**config.mk**
```make
export PLATFORM = sky130hd
export DESIGN_NAME = ysyx_22041211_lsu_flat
export DESIGN_NICKNAME = d
export VERILOG_FILES = /design/src/rtl/ysyx_22041211_lsu_pkg.sv /design/src/rtl/ysyx_22041211_lsu_if.sv /design/src/rtl/ysyx_22041211_lsu_fmt.sv /design/src/rtl/ysyx_22041211_lsu.sv /design/src/flat_wrapper.sv
export SDC_FILE = /design/constraint.sdc
export NUM_CORES = 1
export LEC_CHECK = 0
export CAP_MARGIN = 20
export CORE_MARGIN = 2
export CORE_UTILIZATION = 49
export CTS_CLUSTER_SIZE = 24
export DETAILED_ROUTE_END_ITERATION = 6
export HOLD_SLACK_MARGIN = 0.08
export PLACE_DENSITY_LB_ADDON = 0.1
export SKIP_LAST_GASP = 1
export SYNTH_ARGS = -nofsm -noshare
export SYNTH_HDL_FRONTEND = slang
export SYNTH_SLANG_ARGS = --single-unit
```
**constraint.sdc**
```tcl
create_clock -name clk -period 5.6 [get_ports clk]
set_input_delay 1.12 -clock clk [delete_from_list [all_inputs] [get_ports clk]]
set_output_delay 1.12 -clock clk [all_outputs]
set_load 0.1 [all_outputs]
```
**src/rtl/ysyx_22041211_lsu_pkg.sv**
```systemverilog
// Shared encodings for the load/store unit: store/load type codes, FSM states,
// base write-strobe masks and the captured-op record.
// No ports. Imported by ysyx_22041211_lsu, ysyx_22041211_lsu_fmt and the bus interface users.
package ysyx_22041211_lsu_pkg;

  localparam int XLEN = 32;

  // store_type encodings
  localparam logic [1:0] STORE_NONE = 2'd0;
  localparam logic [1:0] STORE_SB   = 2'd1;
  localparam logic [1:0] STORE_SH   = 2'd2;
  localparam logic [1:0] STORE_SW   = 2'd3;

  // load_type encodings; 6 and 7 are undefined and behave as LOAD_NONE
  localparam logic [2:0] LOAD_NONE = 3'd0;
  localparam logic [2:0] LOAD_LB   = 3'd1;
  localparam logic [2:0] LOAD_LH   = 3'd2;
  localparam logic [2:0] LOAD_LW   = 3'd3;
  localparam logic [2:0] LOAD_LBU  = 3'd4;
  localparam logic [2:0] LOAD_LHU  = 3'd5;

  // base strobe masks, shifted left by the byte offset
  localparam logic [3:0] WSTRB_B = 4'b0001;
  localparam logic [3:0] WSTRB_H = 4'b0011;
  localparam logic [3:0] WSTRB_W = 4'b1111;

  typedef enum logic [1:0] {
    LSU_IDLE = 2'd0,
    LSU_REQ  = 2'd1,
    LSU_WAIT = 2'd2,
    LSU_DONE = 2'd3
  } lsu_state_e;

  // op captured on acceptance; load_type is already normalised
  // (forced to LOAD_NONE for stores and for codes 6/7)
  typedef struct packed {
    logic [XLEN-1:0] addr;
    logic [XLEN-1:0] wdata;
    logic [1:0]      store_type;
    logic [2:0]      load_type;
    logic            wd;
    logic [4:0]      wreg;
  } meta_t;

endpackage

```
**src/rtl/ysyx_22041211_lsu_if.sv**
```systemverilog
// Single-beat valid/ready data-memory bus between the LSU (master) and memory (slave).
// Request: req_valid_o/req_ready_i, req_addr_o, req_wen_o, req_wstrb_o, req_wdata_o.
// Response: rsp_valid_i/rsp_ready_o, rsp_rdata_i. Suffixes are relative to the LSU.
interface ysyx_22041211_lsu_if #(
  parameter int DATA_LEN = 32
);
  logic                req_valid_o;
  logic                req_ready_i;
  logic [DATA_LEN-1:0] req_addr_o;
  logic                req_wen_o;
  logic [3:0]          req_wstrb_o;
  logic [DATA_LEN-1:0] req_wdata_o;
  logic                rsp_valid_i;
  logic [DATA_LEN-1:0] rsp_rdata_i;
  logic                rsp_ready_o;

  modport master (
    output req_valid_o, req_addr_o, req_wen_o, req_wstrb_o, req_wdata_o, rsp_ready_o,
    input  req_ready_i, rsp_valid_i, rsp_rdata_i
  );

  modport slave (
    input  req_valid_o, req_addr_o, req_wen_o, req_wstrb_o, req_wdata_o, rsp_ready_o,
    output req_ready_i, rsp_valid_i, rsp_rdata_i
  );
endinterface

```
**src/rtl/ysyx_22041211_lsu_fmt.sv**
```systemverilog
// Lane formatter: store strobes + replicated store data, and extended load data.
// Latency: purely combinational (0 cycles).
// Backpressure: none; outputs follow inputs.
// Ports: store_type_i/load_type_i (codes), off_i (addr[1:0]), wdata_i (store data in
// low bits), rdata_i (full read word) -> wstrb_o, wdata_o, ldata_o.
module ysyx_22041211_lsu_fmt
  import ysyx_22041211_lsu_pkg::*;
(
  input  logic [1:0]      store_type_i,
  input  logic [2:0]      load_type_i,
  input  logic [1:0]      off_i,
  input  logic [XLEN-1:0] wdata_i,
  input  logic [XLEN-1:0] rdata_i,
  output logic [3:0]      wstrb_o,
  output logic [XLEN-1:0] wdata_o,
  output logic [XLEN-1:0] ldata_o
);

  logic [7:0]  byte_sel;
  logic [15:0] half_sel;

  // half select only looks at off[1]; an odd half offset reads the
  // enclosing aligned half rather than straddling lanes
  assign byte_sel = rdata_i[8*off_i +: 8];
  assign half_sel = rdata_i[16*off_i[1] +: 16];

  always_comb begin
    wstrb_o = 4'b0000;
    wdata_o = '0;
    case (store_type_i)
      // shifting a 4-bit mask drops strobes that fall past lane 3
      STORE_SB: begin wstrb_o = WSTRB_B << off_i; wdata_o = {4{wdata_i[7:0]}};  end
      STORE_SH: begin wstrb_o = WSTRB_H << off_i; wdata_o = {2{wdata_i[15:0]}}; end
      STORE_SW: begin wstrb_o = WSTRB_W;          wdata_o = wdata_i;            end
      default:  ;
    endcase
  end

  always_comb begin
    ldata_o = '0;
    case (load_type_i)
      LOAD_LB:  ldata_o = {{24{byte_sel[7]}}, byte_sel};
      LOAD_LH:  ldata_o = {{16{half_sel[15]}}, half_sel};
      LOAD_LW:  ldata_o = rdata_i;
      LOAD_LBU: ldata_o = {24'd0, byte_sel};
      LOAD_LHU: ldata_o = {16'd0, half_sel};
      default:  ldata_o = '0;
    endcase
  end

endmodule

```
**src/rtl/ysyx_22041211_lsu.sv**
```systemverilog
// Load/store unit between EXE and WB: one op in flight, single-beat memory access.
// Latency: non-memory op -> wb_valid_o the cycle after acceptance; memory op >= 3 cycles.
// Backpressure: in_ready_o only in IDLE; request held until req_ready_i; result held until wb_ready_i.
// Ports: clk/rst (async, active-high); EXE side in_valid_i/in_ready_o, addr_i, mem_wdata_i,
// store_type_i, load_type_i, wd_i, wreg_i; memory bus via ysyx_22041211_lsu_if.master;
// WB side wb_valid_o/wb_ready_i, wb_data_o, wd_o, wreg_o, misalign_o.
// Optional: define YSYX_22041211_MISALIGN_CHECK_EN to trap misaligned half/word accesses
// (no bus request, misalign_o=1); otherwise misalign_o is constant 0. Only DATA_LEN=32 is supported.
module ysyx_22041211_lsu
  import ysyx_22041211_lsu_pkg::*;
#(
  parameter int DATA_LEN = 32
)(
  input  logic                clk,
  input  logic                rst,
  input  logic                in_valid_i,
  output logic                in_ready_o,
  input  logic [DATA_LEN-1:0] addr_i,
  input  logic [DATA_LEN-1:0] mem_wdata_i,
  input  logic [1:0]          store_type_i,
  input  logic [2:0]          load_type_i,
  input  logic                wd_i,
  input  logic [4:0]          wreg_i,
  ysyx_22041211_lsu_if.master mem,
  output logic                wb_valid_o,
  input  logic                wb_ready_i,
  output logic [DATA_LEN-1:0] wb_data_o,
  output logic                wd_o,
  output logic [4:0]          wreg_o,
  output logic                misalign_o
);

  lsu_state_e      state_q, state_d;
  meta_t           op_q;
  logic [XLEN-1:0] result_q;
  logic            misalign_q;

  logic [2:0]      load_eff;
  logic            is_mem;
  logic            misalign_in;
  logic [3:0]      fmt_wstrb;
  logic [XLEN-1:0] fmt_wdata;
  logic [XLEN-1:0] fmt_ldata;

  // stores win over loads; undefined load codes collapse to none
  assign load_eff = (store_type_i != STORE_NONE || load_type_i > LOAD_LHU) ? LOAD_NONE
                                                                           : load_type_i;
  assign is_mem   = (store_type_i != STORE_NONE) || (load_eff != LOAD_NONE);

`ifdef YSYX_22041211_MISALIGN_CHECK_EN
  always_comb begin
    misalign_in = 1'b0;
    if (store_type_i == STORE_SH || load_eff == LOAD_LH || load_eff == LOAD_LHU)
      misalign_in = addr_i[0];
    else if (store_type_i == STORE_SW || load_eff == LOAD_LW)
      misalign_in = (addr_i[1:0] != 2'b00);
  end
`else
  assign misalign_in = 1'b0;
`endif

  ysyx_22041211_lsu_fmt u_fmt (
    .store_type_i (op_q.store_type),
    .load_type_i  (op_q.load_type),
    .off_i        (op_q.addr[1:0]),
    .wdata_i      (op_q.wdata),
    .rdata_i      (mem.rsp_rdata_i),
    .wstrb_o      (fmt_wstrb),
    .wdata_o      (fmt_wdata),
    .ldata_o      (fmt_ldata)
  );

  // state register
  always_ff @(posedge clk or posedge rst) begin
    if (rst) state_q <= LSU_IDLE;
    else     state_q <= state_d;
  end

  // next state
  always_comb begin
    state_d = state_q;
    case (state_q)
      LSU_IDLE: if (in_valid_i)      state_d = (is_mem && !misalign_in) ? LSU_REQ : LSU_DONE;
      LSU_REQ:  if (mem.req_ready_i) state_d = LSU_WAIT;
      LSU_WAIT: if (mem.rsp_valid_i) state_d = LSU_DONE;
      LSU_DONE: if (wb_ready_i)      state_d = LSU_IDLE;
      default:                       state_d = LSU_IDLE;
    endcase
  end

  // outputs; request fields are zero outside REQ so a reset clears them at once
  always_comb begin
    in_ready_o      = 1'b0;
    mem.req_valid_o = 1'b0;
    mem.req_addr_o  = '0;
    mem.req_wen_o   = 1'b0;
    mem.req_wstrb_o = 4'b0000;
    mem.req_wdata_o = '0;
    mem.rsp_ready_o = 1'b0;
    wb_valid_o      = 1'b0;
    case (state_q)
      LSU_IDLE: in_ready_o = 1'b1;
      LSU_REQ: begin
        mem.req_valid_o = 1'b1;
        mem.req_addr_o  = {op_q.addr[XLEN-1:2], 2'b00};
        mem.req_wen_o   = (op_q.store_type != STORE_NONE);
        mem.req_wstrb_o = fmt_wstrb;
        mem.req_wdata_o = fmt_wdata;
      end
      LSU_WAIT: mem.rsp_ready_o = 1'b1;
      LSU_DONE: wb_valid_o      = 1'b1;
      default:  ;
    endcase
  end

  // op capture and result register
  always_ff @(posedge clk or posedge rst) begin
    if (rst) begin
      op_q       <= '0;
      result_q   <= '0;
      misalign_q <= 1'b0;
    end else begin
      case (state_q)
        LSU_IDLE: if (in_valid_i) begin
          op_q.addr       <= addr_i;
          op_q.wdata      <= mem_wdata_i;
          op_q.store_type <= store_type_i;
          op_q.load_type  <= load_eff;
          op_q.wd         <= wd_i;
          op_q.wreg       <= wreg_i;
          // memory ops (including trapped ones) start from 0; others pass addr through
          result_q        <= is_mem ? '0 : addr_i;
          misalign_q      <= misalign_in;
        end
        // stores carry LOAD_NONE, so the formatter yields 0 for them
        LSU_WAIT: if (mem.rsp_valid_i) result_q <= fmt_ldata;
        LSU_DONE: if (wb_ready_i) misalign_q <= 1'b0;
        default: ;
      endcase
    end
  end

  assign wb_data_o  = result_q;
  assign wd_o       = op_q.wd;
  assign wreg_o     = op_q.wreg;
  assign misalign_o = misalign_q;

endmodule

```
**src/flat_wrapper.sv**
```systemverilog
// flat-port wrapper written by rule: the top's interface ports become plain ports
module ysyx_22041211_lsu_flat import ysyx_22041211_lsu_pkg::*;
#(
  parameter int DATA_LEN = 32
)
  (clk, rst, in_valid_i, in_ready_o, addr_i, mem_wdata_i, store_type_i, load_type_i, wd_i, wreg_i, wb_valid_o, wb_ready_i, wb_data_o, wd_o, wreg_o, misalign_o, mem_req_valid_o, mem_req_addr_o, mem_req_wen_o, mem_req_wstrb_o, mem_req_wdata_o, mem_rsp_ready_o, mem_req_ready_i, mem_rsp_valid_i, mem_rsp_rdata_i);
  ysyx_22041211_lsu_if #(.DATA_LEN(DATA_LEN)) mem_i ();
  input  logic clk;
  input  logic rst;
  input  logic in_valid_i;
  output logic in_ready_o;
  input  logic [DATA_LEN-1:0] addr_i;
  input  logic [DATA_LEN-1:0] mem_wdata_i;
  input  logic [1:0] store_type_i;
  input  logic [2:0] load_type_i;
  input  logic wd_i;
  input  logic [4:0] wreg_i;
  output logic wb_valid_o;
  input  logic wb_ready_i;
  output logic [DATA_LEN-1:0] wb_data_o;
  output logic wd_o;
  output logic [4:0] wreg_o;
  output logic misalign_o;
  output wire logic [$bits(mem_i.req_valid_o)-1:0] mem_req_valid_o;
  output wire logic [$bits(mem_i.req_addr_o)-1:0] mem_req_addr_o;
  output wire logic [$bits(mem_i.req_wen_o)-1:0] mem_req_wen_o;
  output wire logic [$bits(mem_i.req_wstrb_o)-1:0] mem_req_wstrb_o;
  output wire logic [$bits(mem_i.req_wdata_o)-1:0] mem_req_wdata_o;
  output wire logic [$bits(mem_i.rsp_ready_o)-1:0] mem_rsp_ready_o;
  input wire logic [$bits(mem_i.req_ready_i)-1:0] mem_req_ready_i;
  input wire logic [$bits(mem_i.rsp_valid_i)-1:0] mem_rsp_valid_i;
  input wire logic [$bits(mem_i.rsp_rdata_i)-1:0] mem_rsp_rdata_i;
  assign mem_req_valid_o = mem_i.req_valid_o;
  assign mem_req_addr_o = mem_i.req_addr_o;
  assign mem_req_wen_o = mem_i.req_wen_o;
  assign mem_req_wstrb_o = mem_i.req_wstrb_o;
  assign mem_req_wdata_o = mem_i.req_wdata_o;
  assign mem_rsp_ready_o = mem_i.rsp_ready_o;
  assign mem_i.req_ready_i = mem_req_ready_i;
  assign mem_i.rsp_valid_i = mem_rsp_valid_i;
  assign mem_i.rsp_rdata_i = mem_rsp_rdata_i;
  ysyx_22041211_lsu #(.DATA_LEN(DATA_LEN)) u_core (.clk(clk), .rst(rst), .in_valid_i(in_valid_i), .in_ready_o(in_ready_o), .addr_i(addr_i), .mem_wdata_i(mem_wdata_i), .store_type_i(store_type_i), .load_type_i(load_type_i), .wd_i(wd_i), .wreg_i(wreg_i), .mem(mem_i), .wb_valid_o(wb_valid_o), .wb_ready_i(wb_ready_i), .wb_data_o(wb_data_o), .wd_o(wd_o), .wreg_o(wreg_o), .misalign_o(misalign_o));
endmodule
```
# Yosys cells after proc, flatten, opt, wreduce, memory -nomap -nowiden
# Index checks and enable logic that the tools add are counted.
dict set report word_totals {
  reg_bits 110
  input_bits 113
  output_inout_bits 112
  elab_cells 66
}
dict set report classes {
  magnitude_cmp 1
  eq_ne 15
  shifts 4
  mux 25
  n_reduce_logical 12
}
# cell count
set ops {}
lappend ops {{$mux 32} 5}
lappend ops {{$pmux 32 s5} 1}
lappend ops {{$pmux 32 s3} 1}
lappend ops {{$pmux 32 s2} 1}
lappend ops {{$shiftx 32x6->16} 1}
lappend ops {{$shiftx 32x6->8} 1}
lappend ops {{$pmux 4 s3} 1}
lappend ops {{$mux 2} 5}
lappend ops {{$eq 2x2->1 const B} 4}
lappend ops {{$ne 2x2->1 const B} 4}
lappend ops {{$pmux 2 s4} 1}
lappend ops {{$reduce_bool 2->1} 4}
lappend ops {{$mux 1} 7}
lappend ops {{$eq 3x2->1 const B} 2}
lappend ops {{$eq 3x3->1 const B} 2}
lappend ops {{$reduce_and 3->1} 2}
lappend ops {{$eq 2x1->1 const B} 2}
lappend ops {{$mux 4} 1}
lappend ops {{$reduce_and 4->1} 1}
lappend ops {{$shl 1x2->4 const A} 1}
lappend ops {{$shl 2x2->4 const A} 1}
lappend ops {{$eq 3x1->1 const B} 1}
lappend ops {{$gt 3x3->1 const B} 1}
lappend ops {{$mux 3} 1}
lappend ops {{5 further kinds} 6}

# Longest topological paths before layout
# Gate-level depths: netlist of run 1.
dict set report depth {
  ltp_word 8
  mapped_depth 9
  depth_no_buf 6
}

# Cells and area by module
# A second synthesis of run 1 with hierarchy kept.
dict set report unflattened {
  hier_cells 637
  area_unflattened_um2 6506.2
}
# module instances cells_per_inst area_each_um2 seq_area_each_um2
set by_module_without_submodules {}
lappend by_module_without_submodules {ysyx_22041211_lsu 1 467 5351.4 2727.6}
lappend by_module_without_submodules {ysyx_22041211_lsu_fmt 1 170 1154.9 0.0}

# Least setup slack after synthesis of run 1
# Ideal clock, no wire load.
dict set report synth_timing {
  kind {reg-to-output}
  start {reg u_core.state_q[1]}
  end {out mem_req_wdata_o[11]}
  arrival_ns 3.234
  t_required_ns 4.480
  path_slack_ns 1.246
  path_stages_with_launch 7
  path_buffers 2
  path_cell_list {dfrtp_1 > inv_1 > ha_1 > nand2b_1 > clkbuf_1 > buf_1 > nor2_1}
}
dict set report synth_between {
  elab_chain_cells 2
}
# element line_no
set synth_rtl {}
lappend synth_rtl {{from (decl)} ysyx_22041211_lsu.sv:33} ;# lsu_state_e state_q, state_d;
lappend synth_rtl {{from (signal assigned)} ysyx_22041211_lsu.sv:76} ;# else state_q <= state_d;
lappend synth_rtl {{$eq 2x1->1} ysyx_22041211_lsu.sv:101} ;# case (state_q)
lappend synth_rtl {{$mux 32} ysyx_22041211_lsu.sv:101}
lappend synth_rtl {{to (decl)} flat_wrapper.sv:28} ;# output wire logic [$bits(mem_i.req_wdata_o)-1:0] mem_req_wdata_o;
# Every way passes these cells.

# Final worst setup path of run 1
dict set report layout_timing {
  start {reg u_core.op_q[10] in the netlist's numbering}
  end {out mem_req_wdata_o[4]}
}
dict set report layout_between {
  elab_chain_cells 3
  word_cells_on_any_way 5
  cone_classes {eq/ne (3); mux (2)}
}
# element line_no
set layout_rtl {}
lappend layout_rtl {{from (decl)} ysyx_22041211_lsu.sv:34} ;# meta_t op_q;
lappend layout_rtl {{$eq 2x2->1 or $eq 2x1->1 (tied branches)} ysyx_22041211_lsu_fmt.sv:30} ;# case (store_type_i)
lappend layout_rtl {{$pmux 32 s3 *} ysyx_22041211_lsu_fmt.sv:30}
lappend layout_rtl {{$mux 32 *} ysyx_22041211_lsu.sv:101}
# Mark *: on every way between the ends. The rest lies on a longest branch, timed or not.

==> out/qor.yml, run 1 <==
outcome:
  status: "finished, violations left"
  failed_checks: "DRC"
global_routing:
  antenna_found_initial: 0
  met1_usage: 0.3464
  use_met2: 0.4337
  grt.total_usage: 0.2693
  grt_max_degree: 79
  grtUsageMet3: 0.07213
  top_usage_layer: "met2"
  grt_pass1_vias: 5218
  gr-total-overflow: 0
  grt_pass1_wl_um: 28170
timing:
  slew-limit-headroom: 0.2889
  worst_clock_skew_ns: 0.007241
  rsz0062_at_grt: "no"
  setup-violations-final: 0
  fin_ws_ns: 1.632
  slew_violations: 0
  tightest_slew_ns: 1.067
  finalCriticalPeriod_ns: 3.968
  min_period_over_period: 0.7085
  hold_violations: 0
  hold_ws_ns: 0.4968
  fmax_ghz: 0.2520
  fin_setup_tns_ns: 0
setup_path:
  slowest_stage: "ha_1"
  ff2ff_setup_slack_ns: 3.01
  cp-start-kind: "flip-flop"
  critical_path_class: "reg -> out"
  cp-end-kind: "output pin"
  worstPathRequired_ns: 4.48
  arrival_ns: 2.85
  cp_cell_sequence: "inv_1 -> ha_1 -> nor2_1 -> nor2_1 -> and2_1 -> buf_4"
  path_max_fanout: 18
  path_common_cell: "nor2_1"
  crit_path_max_incr_delay_ns: 0.62
logic_synthesis:
  synth_area_leader_cell: "dfrtp_1"
  synth_edf_count: 0
  syn_area_um2: 6197
  synth_area_per_cell_um2: 10.82
  synthCells: 573
  synth_cell_type_count: 54
  synth_area_leaders: "dfrtp_1 44%, mux2_2 16%, and2_1 4.6%, nor2_1 3.9%, a2111oi_2 2.9%"
  ys.flop_type: "dfrtp_1"
  synth.most_common_cell: "dfrtp_1"
  netlist_top_cells_count: "109 x dfrtp_1, 87 x mux2_2, 64 x nor2_1"
  yosysSeqAreaShare: 0.4401
  ys_warn_count: 0
  synth-seq-cells: 109
  async_flop_share: 1.000
  yosysTopAreaCellShare: 0.4401
floorplan:
  die_w_um: 116.5
  core_area_um2: 12470
  io_pins: 225
  start_util: 0.4971
  die_area_um2: 13560
  num_rows: 41
  dieHeight_um: 116.5
run:
  cap_violations: 0
cells_and_area:
  final_area_um2: 8597
  fill_cells: 987
  area_delta_synth_final_pct: 38.72
  nets: 879
  seq_area_um2: 2728
  drive_above_1_share: 0.2211
  multi_input_area_um2: 3156
  diodes: 0
route:
  post_drt_wl_per_cell_um: 19.60
  via_per_inst: 5.700
  postRouteAntennaNets: 0
  drtIter0Drc: 480
  vias: 5312
  routed_wl_um: 18260
  drc: 7
  drt_pre_antenna_iters: 7
placement:
  portBuffers: 221
  dp_hpwl_um: 13130
  place_ws_ns: 1.585
  post_dp_cell_area_um2: 8302
  gp_congestion: 0.8004
clock_tree:
  cts_tree: "yes"
  cts_resized: 0
  clkTransAtPathRegs_ns: 0.06
  cts_root_buf: "clkbuf_16"
  postCtsSetupRepairBufs: 0
  ctsHtreeMaxLevel: 3
  cts_buffers: 9
  cts_hold_buf: 0
  cts_max_path_buffers: 2
  insertion_delay_ns: 0.36
  clock_sinks: 109
worst_hold_path:
  hold_class: "reg -> reg"
[final cells by class]
type,count,area share
clock inverters,4,0.002911
repair buffers,228,0.2553
well taps,172,0.02503
flip-flops and latches,109,0.3173
multi-input cells,399,0.3671
inverters,9,0.004221
clock buffers,11,0.02823
[cell usage in the layout, fill, tap and decap left out, types with 2 or more instances in the layout]
cell type        instances
o21ai_0                  4
a31oi_1                  4
or2_2                    3
nor2b_1                  4
clkbuf_16                9
mux2_2                  87
clkinv_2                 2
nor3b_1                  2
clkdlybuf4s50_1        185
nand3_1                  3
buf_4                   42
nand2b_1                 3
nand3b_1                 4
nand2_1                 11
a2111oi_2               12
and2_1                  46
a211oi_1                 7
a2111oi_0                4
a222oi_1                15
a22o_1                   7
mux2i_1                  3
a22oi_1                 16
nor2_1                  64
o211ai_1                19
conb_1                   3
ha_1                    10
dfrtp_1                109
inv_1                    8
a21oi_1                 15
o31ai_1                 17
o22ai_1                 14
clkinvlp_4               2
[state kept, by name, indices dropped and copies added (netlist names)]
signal and flops:
u_core.wreg_o 5, u_core.wd_o 1, u_core.wb_data_o 32, u_core.op_q 69, u_core.state_q 2
[per-stage QoR]
step / util / cells
global placement: 0.6654 / 915
global route: 0.6897 / 932
CTS: 0.6874 / 931
detailed placement: 0.6660 / 916
finish: 0.6897 / 932
floorplan: - / 575
[routing by layer]
layer / vias up / routed length, µm
met5: - / 0
met4: 0 / 466
met3: 34 / 1456
met2: 218 / 8770
met1: 2585 / 7570
li1: 2475 / -
[worst max-delay path: cells and delay by family, from the launching register on]
kind	cells	cell delay, ns
adder cells (fa/ha/maj)	1	0.62
AND/OR/NAND/NOR	3	0.82
flip-flops	1	0.56
buffers and inverters	2	0.49
[path summary, 6_finish.rpt]
| path | startpoint | to | cells past startpoint |
|---|---|---|---|
| setup reg to reg | u_core.op_q[44]$_DFFE_PP0P_ | u_core.wb_data_o[29]$_DFFE_PP0P_ | 4 |
| hold reg to reg | u_core.op_q[71]$_DFFE_PP0P_ | u_core.op_q[71]$_DFFE_PP0P_ | 1 |
| max in group asynchronous | rst | u_core.wb_data_o[4]$_DFFE_PP0P_ | 3 |
| setup / recovery | u_core.op_q[10]$_DFFE_PP0P_ | mem_req_wdata_o[4] | 6 |
| min in group asynchronous | rst | u_core.op_q[27]$_DFFE_PP0P_ | 2 |
| hold / removal | u_core.op_q[71]$_DFFE_PP0P_ | u_core.op_q[71]$_DFFE_PP0P_ | 1 |
[kinds of logic (layout without fill, tap and decap cells)]
| family | count (synthesis) | count (layout) | share of synthesized area |
|---|---|---|---|
| AND/OR/NAND/NOR | 149 | 149 | 0.1244 |
| AO/OA/AOI/OAI | 145 | 145 | 0.1936 |
| flip-flops | 109 | 109 | 0.4401 |
| multiplexers | 91 | 91 | 0.1666 |
| buffers and inverters | 67 | 252 | 0.05310 |
| adder cells (fa/ha/maj) | 10 | 10 | 0.02019 |
| other | 1 | 3 | 0.0006051 |
| XOR/XNOR | 1 | 1 | 0.001414 |
Power of run 1 is left out: the tool's default activity adds up to more than one toggle a clock period on the data nets, which glitch-free logic cannot reach.
==> run 2: changes to the inputs <==
--- a/config.mk
+++ b/config.mk
@@ -7,7 +7,7 @@
 export LEC_CHECK = 0
 export CAP_MARGIN = 20
 export CORE_MARGIN = 2
-export CORE_UTILIZATION = 49
+export CORE_UTILIZATION = 45
 export CTS_CLUSTER_SIZE = 24
 export DETAILED_ROUTE_END_ITERATION = 6
 export HOLD_SLACK_MARGIN = 0.08
==> constraint.sdc (replaced) <==
create_clock -name clk -period 3.7 [get_ports clk]
set_input_delay 0.74 -clock clk [delete_from_list [all_inputs] [get_ports clk]]
set_output_delay 0.74 -clock clk [all_outputs]
set_load 0.1 [all_outputs]
==> run 2 against run 1 <==
Compared with the run above: the flow now finishes without violations; sequential share of layout area decreased by 1.5 points; first-iteration DRC count decreased by 16%; register-to-register slack got worse by 1.7 ns; global-route usage decreased by 0.85 points; largest cell class unchanged; count of clock-buffer cells in the layout unchanged; die area increased by 8.6%; worst hold slack improved by 0.0017 ns.
==> out/qor.yml, run 2 (synthesized netlist as in run 1, its figures left out) <==
setup_path:
  path_max_fanout: 18
  endpoint: "mem_req_wdata_o[3]"
  ff2ff_setup_slack_ns: 1.28
  r2r-end: "u_core.wb_data_o[3]$_DFFE_PP0P_"
  r2r-start: "u_core.op_q[6]$_DFFE_PP0P_"
  crit_path_max_incr_delay_ns: 0.57
  cp_cell_sequence: "inv_1 -> ha_1 -> nor2_1 -> nor2_1 -> and2_1 -> buf_12"
  crit_start: "u_core.op_q[10]$_DFFE_PP0P_"
  critical_path_class: "reg -> out"
  slowest_stage: "ha_1"
  reg2regPathDepth: 3
  arrival_ns: 2.58
  cp-end-kind: "output pin"
  cp-start-kind: "flip-flop"
  worstPathRequired_ns: 2.96
  path_common_cell: "nor2_1"
timing:
  setup-violations-final: 0
  hold_violations: 0
  worst_clock_skew_ns: 0.007506
  min_period_over_period: 0.8985
  slew-limit-headroom: 0.2867
  fmax_ghz: 0.3008
  tightest_slew_ns: 1.070
  finalCriticalPeriod_ns: 3.324
  rsz0062_at_grt: "no"
  slew_violations: 0
clock_tree:
  ctsHtreeMaxLevel: 3
  postCtsSetupRepairBufs: 0
  cts_resized: 0
  cts_max_path_buffers: 2
  insertion_delay_ns: 0.36
  cts_buffers: 9
  cts_tree: "yes"
  clock_sinks: 109
  clkTransAtPathRegs_ns: 0.07
  cts_root_buf: "clkbuf_16"
  cts_hold_buf: 0
cells_and_area:
  nets: 880
  seq_area_um2: 2728
  final_cell_mix: "150 x clkdlybuf4s50_1, 109 x dfrtp_1, 87 x mux2_2"
  drive_above_1_share: 0.2690
  fill_cells: 1038
  final_common_cell: "clkdlybuf4s50_1"
  largest-register: "u_core.op_q"
  largest_reg_flops: 69
  multi_input_area_um2: 3156
  area_delta_synth_final_pct: 45.61
  final_area_um2: 9024
  diodes: 0
route:
  via_per_inst: 5.748
  drc: 0
  routed_wl_um: 18580
  postRouteAntennaNets: 0
  vias: 5392
  post_drt_wl_per_cell_um: 19.81
  drt_pre_antenna_iters: 5
  drtIter0Drc: 403
placement:
  dp_hpwl_um: 13820
  post_dp_cell_area_um2: 8697
  portBuffers: 221
  gp_congestion: 0.8658
run:
  cap_violations: 0
global_routing:
  grt_pass1_wl_um: 29800
  antenna_found_initial: 0
  grt_pass1_vias: 5378
  gr-total-overflow: 0
  grt_max_degree: 79
  grt.total_usage: 0.2608
floorplan:
  dieHeight_um: 121.4
  core_area_um2: 13350
  num_rows: 42
  die_area_um2: 14730
  die_w_um: 121.4
  io_pins: 225
  start_util: 0.4643
outcome:
  status: "completed"
worst_hold_path:
  hold_class: "reg -> reg"
==> run 2: changes by cell type in the layout (fill, tap and decap cells not counted), sizes merged <==
cell,before,now
buf,43,79
clkinv,2,1
bufinv,0,2
clkdlybuf4s50,185,150
==> run 2: layout make-up <==
cell class / count / area share
Clock buffer: 11 / 0.02690
Clock inverter: 5 / 0.009290
Inverter: 9 / 0.004021
Multi-Input combinational cell: 399 / 0.3497
Sequential cell: 109 / 0.3023
Tap cell: 176 / 0.02440
Timing Repair Buffer: 229 / 0.2834
==> run 2: routing by layer <==
| layer | part of all wire | global-route usage | up-vias |
|---|---|---|---|
| li1 | - | - | 2478 |
| met1 | 0.44 | 0.3639 | 2698 |
| met2 | 0.47 | 0.4024 | 190 |
| met3 | 0.065 | 0.07284 | 26 |
| met4 | 0.021 | 0.06537 | 0 |
| met5 | 0 | 0 | - |
==> run 2: worst min path at each step <==
stage                           startpoint                           to  slack (ns)  cells past startpoint
6_report       u_core.op_q[72]$_DFFE_PP0P_  u_core.op_q[72]$_DFFE_PP0P_        0.50                      1
2_1_floorplan  u_core.op_q[45]$_DFFE_PP0P_  u_core.op_q[45]$_DFFE_PP0P_        0.47                      1
4_1_cts        u_core.op_q[73]$_DFFE_PP0P_  u_core.op_q[73]$_DFFE_PP0P_        0.50                      1
5_1_grt        u_core.op_q[55]$_DFFE_PP0P_  u_core.op_q[55]$_DFFE_PP0P_        0.51                      1
3_5_place_dp   u_core.op_q[49]$_DFFE_PP0P_  u_core.op_q[49]$_DFFE_PP0P_        0.48                      1
3_3_place_gp   u_core.op_q[55]$_DFFE_PP0P_  u_core.op_q[55]$_DFFE_PP0P_        0.48                      1
==> run 2: stage by stage <==
| step | std cells | hold WS (ns) | worst slack, ns | TNS [ns] | util |
|---|---|---|---|---|---|
| final | 938 | 0.4986 | 0.3757 | 0 | 0.6760 |
| after global routing | 938 | 0.5096 | 0.09353 | 0 | 0.6760 |
| after CTS | 938 | 0.5007 | 0.3216 | 0 | 0.6760 |
| after detailed placement | 922 | 0.4844 | 0.7218 | 0 | 0.6516 |
| after global placement | 921 | 0.4792 | 0.8120 | 0 | 0.6510 |
| after floorplan | 575 | 0.4706 | -0.2738 | -5.962 | - |
==> run 2: worst max-delay path, delay by kind of cell, from the launching register on <==
family	cells	cell delay, ns
buffers and inverters	2	0.36
and+or+nand+nor	3	0.77
DFF	1	0.54
adders and majority gates	1	0.57
Power of run 2 is left out for the same reason.
